**src/rtl/lcd_frame_writer_if.sv**
```systemverilog
// ROM-handshake and LCD write-bus signals of the frame writer.
// The slave modport belongs to the writer; the master modport belongs to the surrounding logic.
interface lcd_frame_writer_if;
    logic       start_i;
    logic [8:0] d_i;
    logic [5:0] length_i;
    logic       sync_o;
    logic       en_o;
    logic       lcd_cs_n_o;
    logic       lcd_rs_o;
    logic       lcd_wr_n_o;
    logic [7:0] lcd_d_o;
    logic       busy_o;
    logic       done_o;

    modport slave (
        input  start_i, d_i, length_i,
        output sync_o, en_o, lcd_cs_n_o, lcd_rs_o, lcd_wr_n_o, lcd_d_o, busy_o, done_o
    );

    modport master (
        output start_i, d_i, length_i,
        input  sync_o, en_o, lcd_cs_n_o, lcd_rs_o, lcd_wr_n_o, lcd_d_o, busy_o, done_o
    );
endinterface

```
**src/rtl/lcd_frame_writer.sv**
```systemverilog
// Pulls 9-bit {byte, rs} words from the character ROM and writes them to an 8080-style
// LCD bus with programmable setup / strobe / hold timing. Every output is a flop.
module lcd_frame_writer #(
    parameter int unsigned SETUP_CYC = 2,
    parameter int unsigned PULSE_CYC = 4,
    parameter int unsigned HOLD_CYC  = 2
) (
    input logic          clk,
    input logic          rst_n,
    lcd_frame_writer_if.slave bus
);
    localparam int unsigned TMAX = (SETUP_CYC > PULSE_CYC)
                                 ? ((SETUP_CYC > HOLD_CYC) ? SETUP_CYC : HOLD_CYC)
                                 : ((PULSE_CYC > HOLD_CYC) ? PULSE_CYC : HOLD_CYC);
    localparam int unsigned TW   = (TMAX > 1) ? $clog2(TMAX) : 1;

    localparam logic [TW-1:0] SETUP_LD = TW'(SETUP_CYC - 1);
    localparam logic [TW-1:0] PULSE_LD = TW'(PULSE_CYC - 1);
    localparam logic [TW-1:0] HOLD_LD  = TW'(HOLD_CYC - 1);

    typedef enum logic [2:0] {
        S_IDLE, S_SYNC, S_LOAD, S_SETUP, S_STROBE, S_HOLD, S_NEXT, S_DONE
    } state_t;

    state_t        r_state;
    logic [TW-1:0] r_timer;
    logic [5:0]    r_word_cnt;
    logic [5:0]    r_len;

    always_ff @(posedge clk) begin
        if (!rst_n) begin
            r_state        <= S_IDLE;
            r_timer        <= '0;
            r_word_cnt     <= '0;
            r_len          <= '0;
            bus.sync_o     <= 1'b0;
            bus.en_o       <= 1'b1;
            bus.lcd_cs_n_o <= 1'b1;
            bus.lcd_wr_n_o <= 1'b1;
            bus.lcd_rs_o   <= 1'b0;
            bus.lcd_d_o    <= '0;
            bus.busy_o     <= 1'b0;
            bus.done_o     <= 1'b0;
        end else begin
            // Pulse outputs are raised on the edge entering their state so they are high exactly for that state.
            bus.sync_o <= 1'b0;
            bus.en_o   <= 1'b1;
            bus.done_o <= 1'b0;
            case (r_state)
                S_IDLE: begin
                    if (bus.start_i) begin
                        r_len      <= bus.length_i;
                        bus.sync_o <= 1'b1;
                        bus.busy_o <= 1'b1;
                        r_state    <= S_SYNC;
                    end
                end
                S_SYNC: begin
                    r_word_cnt <= '0;
                    r_state    <= S_LOAD;
                end
                S_LOAD: begin
                    bus.lcd_d_o    <= bus.d_i[8:1];
                    bus.lcd_rs_o   <= bus.d_i[0];
                    bus.lcd_cs_n_o <= 1'b0;
                    r_timer        <= SETUP_LD;
                    r_state        <= S_SETUP;
                end
                S_SETUP: begin
                    if (r_timer == '0) begin
                        bus.lcd_wr_n_o <= 1'b0;
                        r_timer        <= PULSE_LD;
                        r_state        <= S_STROBE;
                    end else begin
                        r_timer <= r_timer - TW'(1);
                    end
                end
                S_STROBE: begin
                    if (r_timer == '0) begin
                        bus.lcd_wr_n_o <= 1'b1;
                        r_timer        <= HOLD_LD;
                        r_state        <= S_HOLD;
                    end else begin
                        r_timer <= r_timer - TW'(1);
                    end
                end
                S_HOLD: begin
                    if (r_timer == '0) begin
                        if (r_word_cnt == r_len) begin
                            bus.lcd_cs_n_o <= 1'b1;
                            bus.done_o     <= 1'b1;
                            r_state        <= S_DONE;
                        end else begin
                            bus.en_o <= 1'b0;
                            r_state  <= S_NEXT;
                        end
                    end else begin
                        r_timer <= r_timer - TW'(1);
                    end
                end
                S_NEXT: begin
                    r_word_cnt <= r_word_cnt + 6'd1;
                    r_state    <= S_LOAD;
                end
                S_DONE: begin
                    bus.busy_o <= 1'b0;
                    r_state    <= S_IDLE;
                end
                default: r_state <= S_IDLE;
            endcase
        end
    end
endmodule

```
**src/flat_wrapper.sv**
```systemverilog
// flat-port wrapper written by rule: the top's interface ports become plain ports
module lcd_frame_writer_flat 
#(
    parameter int unsigned SETUP_CYC = 2,
    parameter int unsigned PULSE_CYC = 4,
    parameter int unsigned HOLD_CYC  = 2
)
  (clk, rst_n, bus_start_i, bus_d_i, bus_length_i, bus_sync_o, bus_en_o, bus_lcd_cs_n_o, bus_lcd_rs_o, bus_lcd_wr_n_o, bus_lcd_d_o, bus_busy_o, bus_done_o);
  lcd_frame_writer_if bus_i ();
  input logic clk;
  input logic rst_n;
  input wire logic [$bits(bus_i.start_i)-1:0] bus_start_i;
  input wire logic [$bits(bus_i.d_i)-1:0] bus_d_i;
  input wire logic [$bits(bus_i.length_i)-1:0] bus_length_i;
  output wire logic [$bits(bus_i.sync_o)-1:0] bus_sync_o;
  output wire logic [$bits(bus_i.en_o)-1:0] bus_en_o;
  output wire logic [$bits(bus_i.lcd_cs_n_o)-1:0] bus_lcd_cs_n_o;
  output wire logic [$bits(bus_i.lcd_rs_o)-1:0] bus_lcd_rs_o;
  output wire logic [$bits(bus_i.lcd_wr_n_o)-1:0] bus_lcd_wr_n_o;
  output wire logic [$bits(bus_i.lcd_d_o)-1:0] bus_lcd_d_o;
  output wire logic [$bits(bus_i.busy_o)-1:0] bus_busy_o;
  output wire logic [$bits(bus_i.done_o)-1:0] bus_done_o;
  assign bus_i.start_i = bus_start_i;
  assign bus_i.d_i = bus_d_i;
  assign bus_i.length_i = bus_length_i;
  assign bus_sync_o = bus_i.sync_o;
  assign bus_en_o = bus_i.en_o;
  assign bus_lcd_cs_n_o = bus_i.lcd_cs_n_o;
  assign bus_lcd_rs_o = bus_i.lcd_rs_o;
  assign bus_lcd_wr_n_o = bus_i.lcd_wr_n_o;
  assign bus_lcd_d_o = bus_i.lcd_d_o;
  assign bus_busy_o = bus_i.busy_o;
  assign bus_done_o = bus_i.done_o;
  lcd_frame_writer #(.SETUP_CYC(SETUP_CYC), .PULSE_CYC(PULSE_CYC), .HOLD_CYC(HOLD_CYC)) u_core (.clk(clk), .rst_n(rst_n), .bus(bus_i));
endmodule
```
**config.mk**
```make
export PLATFORM = sky130hd
export DESIGN_NAME = lcd_frame_writer_flat
export DESIGN_NICKNAME = d
export VERILOG_FILES = /design/src/rtl/lcd_frame_writer_if.sv /design/src/rtl/lcd_frame_writer.sv /design/src/flat_wrapper.sv
export SDC_FILE = /design/constraint.sdc
export NUM_CORES = 1
export LEC_CHECK = 0
export CORE_MARGIN = 4
export CORE_UTILIZATION = 50
export DETAILED_ROUTE_END_ITERATION = 8
export PLACE_DENSITY = 0.81
export SETUP_SLACK_MARGIN = 0.2
export SYNTH_ARGS = -nofsm -noshare
export SYNTH_HDL_FRONTEND = slang
export SYNTH_SLANG_ARGS = --single-unit
export TNS_END_PERCENT = 100
```
**constraint.sdc**
```tcl
create_clock -name clk -period 2 [get_ports clk]
set_input_delay 0.5 -clock clk [delete_from_list [all_inputs] [get_ports clk]]
set_output_delay 0.5 -clock clk [all_outputs]
set_load 0.05 [all_outputs]
```
==> report_table.html, run 1 <==
<table>
<tr><th>Metric</th><th>Value</th></tr>
<tr><th colspan="2">Routing</th></tr>
<tr><td>Remaining routing DRC violations</td><td>0</td></tr>
<tr><td>Total Wirelength</td><td>3.33 mm</td></tr>
<tr><td>Count of routing violations after the opening detailed-route iteration</td><td>53</td></tr>
<tr><td>TritonRoute pass-1 iters</td><td>4</td></tr>
<tr><td>DR vias/cell</td><td>5.62</td></tr>
<tr><td>DRT antenna net count</td><td>0</td></tr>
<tr><td>Via total after detailed routing</td><td>around 1300</td></tr>
<tr><td>Avg WL per Cell</td><td>14.6 µm</td></tr>
<tr><th colspan="2">Floorplanning</th></tr>
<tr><td>Row count</td><td>19</td></tr>
<tr><td>Number of placed I/O pins</td><td>33</td></tr>
<tr><td>Overall die area</td><td>around 4000 µm²</td></tr>
<tr><td>Die Y-Extent</td><td>~63 µm</td></tr>
<tr><td>Initial core utilization</td><td>54.0%</td></tr>
<tr><td>Area of the core</td><td>~2800 µm²</td></tr>
<tr><td>DIE WIDTH</td><td>roughly 63 µm</td></tr>
<tr><th colspan="2">Timing</th></tr>
<tr><td>Ratio of final minimum period to clock period</td><td>87.6%</td></tr>
<tr><td>Final count of negative-setup-slack endpoints</td><td>0</td></tr>
<tr><td>Layout Skew</td><td>0.00821 ns</td></tr>
<tr><td>Number of pins exceeding their max-slew limit in the final report</td><td>0</td></tr>
<tr><td>RSZ-0062 raised after global routing</td><td>false</td></tr>
<tr><td>Hold_ws</td><td>a little under 0.5 ns</td></tr>
<tr><td>Setup total negative slack</td><td>0 ns</td></tr>
<tr><td>Post-layout min period</td><td>approximately 1.8 ns</td></tr>
<tr><td>Fmax</td><td>roughly 570 MHz</td></tr>
<tr><td>Slew at the pin closest to its max-slew limit</td><td>0.649 ns</td></tr>
<tr><td>Final count of hold timing violations</td><td>0</td></tr>
<tr><td>Worst max-slew margin expressed relative to the limit</td><td>a little under three fifths</td></tr>
<tr><th colspan="2">Flow run</th></tr>
<tr><td>Number of max-cap violations</td><td>0</td></tr>
<tr><th colspan="2">Global route</th></tr>
<tr><td>Grt total ovfl</td><td>0</td></tr>
<tr><td>Via count of the first global-routing pass</td><td>1353</td></tr>
<tr><td>Largest net degree at the start of global routing</td><td>21</td></tr>
<tr><td>Antenna violations before repair</td><td>0</td></tr>
<tr><td>Aggregate global-route resource usage</td><td>a little under a fifth</td></tr>
<tr><td>First-pass GRT wire length</td><td>5.81 mm</td></tr>
<tr><th colspan="2">Setup path</th></tr>
<tr><td>Worst R2R Start</td><td>u_core.r_timer[0]</td></tr>
<tr><td>Cells traversed along the worst timing path</td><td>dlygate4sd2_1</td></tr>
<tr><td>CP endpoint kind</td><td>output pin</td></tr>
<tr><td>Data arrival time of the critical path</td><td>roughly 1.3 ns</td></tr>
<tr><td>Critical path start-end classification</td><td>flip-flop to output pin</td></tr>
<tr><td>Element type at the critical path start</td><td>flip-flop</td></tr>
<tr><td>Highest net fanout along the worst path</td><td>2</td></tr>
<tr><td>Delay of the slowest cell on the worst path</td><td>roughly 0.54 ns</td></tr>
<tr><td>RR Endpoint</td><td>u_core.r_timer[1]</td></tr>
<tr><td>Worst r2r path cells</td><td>5</td></tr>
<tr><td>Critical-path top delay cell</td><td>sky130_fd_sc_hd__dlygate4sd2_1</td></tr>
<tr><td>Worst path top cell family by delay</td><td>buffers and inverters</td></tr>
<tr><td>Critical path buffer and inverter count</td><td>1</td></tr>
<tr><td>Data required time of the worst path</td><td>1.50 ns</td></tr>
<tr><td>Reg-to-reg slack, setup</td><td>~0.36 ns</td></tr>
<tr><th colspan="2">Clocking</th></tr>
<tr><td>Hold Buf Count CTS</td><td>0</td></tr>
<tr><td>Count of clock tree sinks</td><td>32</td></tr>
<tr><td>CTS Buf Count</td><td>5</td></tr>
<tr><td>Clock Path Buffers</td><td>2</td></tr>
<tr><td>Number of H-tree branching levels</td><td>2</td></tr>
<tr><td>Clock transition time at the flip-flop clock pins of the worst setup and hold paths</td><td>0.10 ns</td></tr>
<tr><td>Clk Tree Root Cell</td><td>sky130_fd_sc_hd__clkbuf_4</td></tr>
<tr><td>Clock latency reported for the late side of the worst-skew pair</td><td>approximately 0.34 ns</td></tr>
<tr><td>TritonCTS clock tree</td><td>built</td></tr>
<tr><th colspan="2">Yosys</th></tr>
<tr><td>Largest family of logic cells by synthesized area</td><td>simple AND/OR/NAND/NOR gates</td></tr>
<tr><td>Share of the synthesized netlist area taken by xor and xnor gates</td><td>~3.4%</td></tr>
<tr><td>Fraction of the yosys area taken by sequential cells</td><td>about two fifths</td></tr>
<tr><td>Fraction of the mapped netlist area in compound gates</td><td>between 10 and 15%</td></tr>
<tr><td>Adder and majority cell fraction of the synthesized area</td><td>under 10%</td></tr>
<tr><td>Gate count after technology mapping</td><td>162</td></tr>
<tr><td>Mux contribution to synthesized area</td><td>11.1%</td></tr>
<tr><td>Average cell area after synthesis</td><td>9.44 µm²</td></tr>
<tr><td>Count of distinct cell types in the synthesized netlist</td><td>43</td></tr>
<tr><td>Synthesized Nets</td><td>about 180</td></tr>
<tr><td>Number of storage elements in the synthesis netlist</td><td>32</td></tr>
<tr><td>Yosys Warn Count</td><td>0</td></tr>
<tr><td>Synthesized-area fraction occupied by and/or/nand/nor cells</td><td>a little over a fifth</td></tr>
<tr><td>Synthesized area</td><td>approximately 1500 µm²</td></tr>
<tr><th colspan="2">Placement</th></tr>
<tr><td>Post-place instance area</td><td>around 1900 µm²</td></tr>
<tr><td>Sum of net half-perimeters after detailed placement</td><td>~2.4 mm</td></tr>
<tr><td>Gpl congestion</td><td>0.792</td></tr>
<tr><td>Count of buffers from port buffering</td><td>32</td></tr>
<tr><th colspan="2">Finish</th></tr>
<tr><td>Antenna diode instance count</td><td>0</td></tr>
<tr><td>Fraction of final layout cells with drive strength greater than 1</td><td>14.6%</td></tr>
<tr><td>Cell area after layout</td><td>about 1900 µm²</td></tr>
<tr><td>Area Overhead vs Synth</td><td>25.9%</td></tr>
<tr><td>Final net count</td><td>~220</td></tr>
<tr><th colspan="2">Hold path</th></tr>
<tr><td>HP Start</td><td>u_core.bus.busy_o</td></tr>
<tr><td>Cells on Worst Hold Path</td><td>2</td></tr>
<tr><td>Hold WC Path Type</td><td>flip-flop to flip-flop</td></tr>
<tr><td>Sink of the worst hold path</td><td>u_core.bus.busy_o</td></tr>
<tr><th colspan="2">Power and ir drop</th></tr>
<tr><td>VDD IR max</td><td>approximately 0.53 mV</td></tr>
<tr><td>Power per standard cell area</td><td>802 nW/µm²</td></tr>
<tr><td>Leak Pwr</td><td>0.743 nW</td></tr>
<tr><td>Final Total Pwr</td><td>around 1.5 mW</td></tr>
<tr><th colspan="2">Run status</th></tr>
<tr><td>Run status</td><td>finished, final reports clean</td></tr>
</table>
[cell type report]
cell class / count / area [µm²]
fill: 234 / 905
multi-input combinational: 113 / 810
sequential: 32 / 641
timing repair buffer: 39 / 350
clock buffer: 7 / 55.1
tap: 31 / 38.8
inverter: 6 / 22.5
clock inverter: 1 / 7.51
[report_power, final]
| group | internal, mW | switching (mW) |
|---|---|---|
| Combinational | 0.176 | 0.226 |
| Clock | 0.172 | 0.233 |
| Sequential | 0.683 | 0.0540 |
[routing by layer]
layer / global-route usage [%] / vias up / share of wire (%)
li1: - / 643 / -
met2: 29.8 / 42 / 49
met5: 0 / - / 0
met1: 20.9 / 594 / 44
met3: 6.57 / 7 / 5.8
met4: 9.97 / 0 / 1.7
[synth_stat cells, drive strengths merged]
master,instances,area (µm²)
a2111oi,1,8.76
a21bo,1,10.0
a21boi,1,7.51
a21oi,12,60.1
a221o,1,10.0
and2,1,6.26
and4b,1,10.0
buf,9,53.8
clkbuf,2,7.51
dfxtp,32,641
ha,3,37.5
inv,6,22.5
mux2i,17,170
nand2,5,18.8
nand2b,5,31.3
nand3,4,20.0
nand3b,3,22.5
nand4,3,18.8
nand4b,2,17.5
nor2,18,82.6
nor2b,2,12.5
nor3,2,10.0
nor3b,2,15.0
nor4,1,6.26
nor4b,1,23.8
o2111ai,1,8.76
o211ai,2,15.0
o21a,1,7.51
o21ai,5,25.0
o21bai,1,7.51
o221ai,1,8.76
o311ai,1,8.76
o31a,1,8.76
o31ai,3,22.5
o41ai,1,8.76
or2b,1,7.51
or3,1,6.26
or3b,2,17.5
xnor2,6,52.6
[sequential cells by signal, indices dropped and copies added (netlist names), 2 cells and up]
name	count
u_core.r_len	6
u_core.r_state	3
u_core.r_timer	2
u_core.r_word_cnt	6
u_core.bus.lcd_d_o	8
[how the worst max path moves through the flow]
stage,slack (ns),cells after the start,startpoint,end
after floorplan,0.53,5,u_core.r_timer[0],u_core.r_timer[1]
after global placement,0.22,5,bus_start_i,u_core.r_len[1]
after detailed placement,0.17,5,bus_start_i,u_core.r_len[4]
after CTS,0.24,1,u_core.bus.lcd_d_o[4],bus_lcd_d_o[4]
after global routing,0.20,1,u_core.bus.lcd_d_o[4],bus_lcd_d_o[4]
final,0.25,1,u_core.bus.lcd_d_o[4],bus_lcd_d_o[4]
[cells by family after synthesis]
kind of cell | count (synthesis)
simple gates | 54
buf+inv | 17
mux | 17
flops | 32
xor+xnor | 6
fa+ha+maj | 3
compound gates | 33
[layout by cell type, fill, tap and decap left out, drive strengths merged, types with 3 or more instances in the layout]
master         count
ha                 3
nor2              18
o21ai              5
nand2b             5
mux2i             17
nand3              4
clkbuf             7
dlygate4sd2       10
a21oi             12
nand3b             3
nand4              3
xnor2              6
clkdlybuf4s50     17
o31ai              3
dfxtp             32
buf               11
inv                6
nand2              5
[repair_timing]
action,CTS,global route
cloned,0,0
setup buffers,0,0
endpoints found under the setup margin,11,1
pin swaps,0,0
gates resized for setup,11,1
[through the flow]
stage          cells  worst slack, ns  utilization [%]
2_1_floorplan    162            0.534                -
4_1_cts          229            0.241             68.0
5_1_grt          229            0.201             68.0
3_3_place_gp     221            0.222             66.3
3_5_place_dp     221            0.172             66.3
6_report         229            0.249             68.0
Power figures use the tool's default switching activity.
==> inputs of run 2 (changes only) <==
--- a/config.mk
+++ b/config.mk
@@ -6,9 +6,9 @@
 export NUM_CORES = 1
 export LEC_CHECK = 0
 export CORE_MARGIN = 4
-export CORE_UTILIZATION = 50
+export CORE_UTILIZATION = 45
 export DETAILED_ROUTE_END_ITERATION = 8
-export PLACE_DENSITY = 0.81
+export PLACE_DENSITY = 0.77
 export SETUP_SLACK_MARGIN = 0.2
 export SYNTH_ARGS = -nofsm -noshare
 export SYNTH_HDL_FRONTEND = slang
==> constraint.sdc (replaced) <==
create_clock -name clk -period 1.5 [get_ports clk]
set_input_delay 0.375 -clock clk [delete_from_list [all_inputs] [get_ports clk]]
set_output_delay 0.375 -clock clk [all_outputs]
set_load 0.01 [all_outputs]
==> report_table.html, run 2 (synthesis results as in run 1) <==
<table>
<tr><th>Metric</th><th>Value</th></tr>
<tr><th colspan="2">Flow run</th></tr>
<tr><td>Number of max-cap violations</td><td>0</td></tr>
<tr><th colspan="2">Floorplanning</th></tr>
<tr><td>Area of the core</td><td>about 3200 µm²</td></tr>
<tr><td>DIE WIDTH</td><td>around 66 µm</td></tr>
<tr><td>Overall die area</td><td>4390 µm²</td></tr>
<tr><td>Number of placed I/O pins</td><td>33</td></tr>
<tr><td>Initial core utilization</td><td>between 40% and 50%</td></tr>
<tr><td>Row count</td><td>20</td></tr>
<tr><td>Die Y-Extent</td><td>66.3 µm</td></tr>
<tr><th colspan="2">Global route</th></tr>
<tr><td>Antenna violations before repair</td><td>0</td></tr>
<tr><td>First-pass GRT wire length</td><td>between 6 and 7 mm</td></tr>
<tr><td>Largest net degree at the start of global routing</td><td>13</td></tr>
<tr><td>Via count of the first global-routing pass</td><td>1471</td></tr>
<tr><td>Aggregate global-route resource usage</td><td>between 10% and 20%</td></tr>
<tr><td>Grt total ovfl</td><td>0</td></tr>
<tr><th colspan="2">Setup path</th></tr>
<tr><td>Worst r2r path cells</td><td>5</td></tr>
<tr><td>Cells traversed along the worst timing path</td><td>inv_4, ha_4, or3b_4, a21oi_2, o31a_1</td></tr>
<tr><td>Reg-to-reg slack, setup</td><td>around 0.19 ns</td></tr>
<tr><td>RR Endpoint</td><td>u_core.r_timer[1]</td></tr>
<tr><td>End point of the critical path</td><td>u_core.r_timer[1]</td></tr>
<tr><td>Data arrival time of the critical path</td><td>1.61 ns</td></tr>
<tr><td>Element type at the critical path start</td><td>flip-flop</td></tr>
<tr><td>Critical path start-end classification</td><td>flip-flop to flip-flop</td></tr>
<tr><td>Worst R2R Start</td><td>u_core.r_timer[0]</td></tr>
<tr><td>CP endpoint kind</td><td>flip-flop</td></tr>
<tr><td>Highest net fanout along the worst path</td><td>7</td></tr>
<tr><td>Delay of the slowest cell on the worst path</td><td>0.40 ns</td></tr>
<tr><td>Data required time of the worst path</td><td>between 1.5 and 2 ns</td></tr>
<tr><td>Critical path startpoint</td><td>u_core.r_timer[0]</td></tr>
<tr><td>Critical-path top delay cell</td><td>sky130_fd_sc_hd__or3b_4</td></tr>
<tr><th colspan="2">Timing</th></tr>
<tr><td>Final setup slack of the worst path</td><td>about 0.19 ns</td></tr>
<tr><td>Layout Skew</td><td>around 0.011 ns</td></tr>
<tr><td>Worst max-slew margin expressed relative to the limit</td><td>approximately 78%</td></tr>
<tr><td>Ratio of final minimum period to clock period</td><td>87.6%</td></tr>
<tr><td>Slew at the pin closest to its max-slew limit</td><td>0.335 ns</td></tr>
<tr><td>Final count of negative-setup-slack endpoints</td><td>0</td></tr>
<tr><td>Number of pins exceeding their max-slew limit in the final report</td><td>0</td></tr>
<tr><td>Setup total negative slack</td><td>0 ns</td></tr>
<tr><td>RSZ-0062 raised after global routing</td><td>true</td></tr>
<tr><td>Post-layout min period</td><td>roughly 1.3 ns</td></tr>
<tr><td>Fmax</td><td>~760 MHz</td></tr>
<tr><td>Final count of hold timing violations</td><td>0</td></tr>
<tr><th colspan="2">Finish</th></tr>
<tr><td>Utilization of the core after routing</td><td>around two thirds</td></tr>
<tr><td>Most common cell after layout, fill and taps aside</td><td>sky130_fd_sc_hd__buf_4</td></tr>
<tr><td>Area Overhead vs Synth</td><td>39.0%</td></tr>
<tr><td>Number of filler instances in the final layout</td><td>roughly 270</td></tr>
<tr><td>Flip-flop count of the largest register after layout</td><td>8</td></tr>
<tr><td>Cell area after layout</td><td>between 2000 and 2500 µm²</td></tr>
<tr><td>Regs by FF count</td><td>u_core.bus.lcd_d_o: 8 flops, u_core.r_len: 6 flops, u_core.r_word_cnt: 6 flops</td></tr>
<tr><td>Final Instance Count excl. Fillers</td><td>approximately 260</td></tr>
<tr><td>Top library cells by usage in the layout, fill and taps aside</td><td>sky130_fd_sc_hd__buf_4, sky130_fd_sc_hd__mux2i_1, sky130_fd_sc_hd__clkdlybuf4s50_1, sky130_fd_sc_hd__dfxtp_2</td></tr>
<tr><td>Antenna diode instance count</td><td>0</td></tr>
<tr><td>Largest Register</td><td>u_core.bus.lcd_d_o</td></tr>
<tr><td>Final net count</td><td>233</td></tr>
<tr><td>Fraction of final layout cells with drive strength greater than 1</td><td>38.5%</td></tr>
<tr><th colspan="2">Power and ir drop</th></tr>
<tr><td>Power per standard cell area</td><td>1040 nW/µm²</td></tr>
<tr><td>VDD IR max</td><td>~0.85 mV</td></tr>
<tr><td>Leak Pwr</td><td>0.827 nW</td></tr>
<tr><th colspan="2">Routing</th></tr>
<tr><td>Remaining routing DRC violations</td><td>0</td></tr>
<tr><td>Via total after detailed routing</td><td>1381</td></tr>
<tr><td>Count of routing violations after the opening detailed-route iteration</td><td>70</td></tr>
<tr><td>TritonRoute pass-1 iters</td><td>4</td></tr>
<tr><td>DR vias/cell</td><td>~5.4</td></tr>
<tr><td>DRT antenna net count</td><td>0</td></tr>
<tr><td>Total Wirelength</td><td>3.80 mm</td></tr>
<tr><td>Avg WL per Cell</td><td>roughly 15 µm</td></tr>
<tr><th colspan="2">Clocking</th></tr>
<tr><td>Number of H-tree branching levels</td><td>2</td></tr>
<tr><td>Clock latency reported for the late side of the worst-skew pair</td><td>approximately 0.35 ns</td></tr>
<tr><td>Clk Tree Root Cell</td><td>sky130_fd_sc_hd__clkbuf_4</td></tr>
<tr><td>Clock transition time at the flip-flop clock pins of the worst setup and hold paths</td><td>0.11 ns</td></tr>
<tr><td>Count of clock tree sinks</td><td>32</td></tr>
<tr><td>Clock Path Buffers</td><td>2</td></tr>
<tr><td>Hold Buf Count CTS</td><td>0</td></tr>
<tr><td>CTS Buf Count</td><td>5</td></tr>
<tr><td>TritonCTS clock tree</td><td>built</td></tr>
<tr><th colspan="2">Hold path</th></tr>
<tr><td>Hold WC Path Type</td><td>flip-flop to flip-flop</td></tr>
<tr><th colspan="2">Placement</th></tr>
<tr><td>Worst slack at placement</td><td>-0.181 ns</td></tr>
<tr><td>Placed insts</td><td>241</td></tr>
<tr><td>Gpl congestion</td><td>around 0.84</td></tr>
<tr><td>Count of buffers from port buffering</td><td>32</td></tr>
<tr><td>Post-place instance area</td><td>1960 µm²</td></tr>
<tr><td>Sum of net half-perimeters after detailed placement</td><td>around 2.7 mm</td></tr>
<tr><th colspan="2">Run status</th></tr>
<tr><td>Run status</td><td>finished, final reports clean</td></tr>
</table>
==> run 2: cell types whose count changed in the layout (fill, tap and decap cells not counted), sizes merged <==
cell           before  now
clkinv              0    1
dlymetal6s2s        0    1
bufinv              0    1
clkbuf              7    8
dlygate4sd2        10    0
clkdlybuf4s50      17   16
buf                11   31
clkdlybuf4s15       1    3
==> run 2: final cells by class <==
| class | instances | area, µm² | area share (%) |
|---|---|---|---|
| Multi-Input combinational cell | 113 | 847 | 39.8 |
| Sequential cell | 32 | 676 | 31.8 |
| Timing Repair Buffer | 54 | 443 | 20.8 |
| Tap cell | 44 | 55.1 | 2.59 |
| Clock inverter | 3 | 42.5 | 2.00 |
| Clock buffer | 5 | 37.5 | 1.77 |
| Inverter | 6 | 25.0 | 1.18 |
==> run 2: stage by stage <==
stage / hold WS, ns / total power [mW]
after floorplan: 0.465 / 1.31
after global placement: 0.453 / 1.46
after detailed placement: 0.484 / 1.48
after CTS: 0.500 / 2.18
after global routing: 0.506 / 2.32
final: 0.486 / 2.20
==> run 2: power breakdown <==
group | internal [mW] | switching (mW)
sequential | 0.920 | 0.0660
combinational | 0.298 | 0.256
clock | 0.347 | 0.316
total | 1.56 | 0.637
==> run 2: routing by layer <==
metal | track usage [%] | vias up | routed length, µm
met1 | 21.1 | 648 | 1580
met2 | 32.1 | 48 | 1830
met4 | 10.2 | 0 | 96
met5 | 0 | - | 0
li1 | - | 675 | -
met3 | 6.97 | 10 | 295
==> run 2: how the worst min path moves through the flow <==
stage / end / cells after the start / slack [ns] / from
after floorplan: u_core.r_word_cnt[5] / 1 / 0.46 / u_core.r_word_cnt[5]
after global placement: u_core.bus.busy_o / 2 / 0.45 / u_core.bus.busy_o
after detailed placement: u_core.bus.lcd_d_o[7] / 2 / 0.48 / u_core.bus.lcd_d_o[7]
after CTS: u_core.bus.lcd_d_o[0] / 2 / 0.50 / u_core.bus.lcd_d_o[0]
after global routing: u_core.bus.busy_o / 2 / 0.51 / u_core.bus.busy_o
final: u_core.bus.lcd_d_o[7] / 2 / 0.49 / u_core.bus.lcd_d_o[7]
==> run 2: worst max-delay path, delay by kind of cell (launching register included) <==
kind / cells / cell delay, ns
AND/OR/NAND/NOR: 1 / 0.40
AO/OA/AOI/OAI: 2 / 0.25
flip-flops: 1 / 0.38
adder cells (fa/ha/maj): 1 / 0.18
buffers and inverters: 1 / 0.04
==> run 2: what timing repair did <==
action	4_1_cts	5_1_grt
buffers inserted	7	1
setup endpoints to repair	39	32
pin swaps	0	2
gates resized for setup	61	32
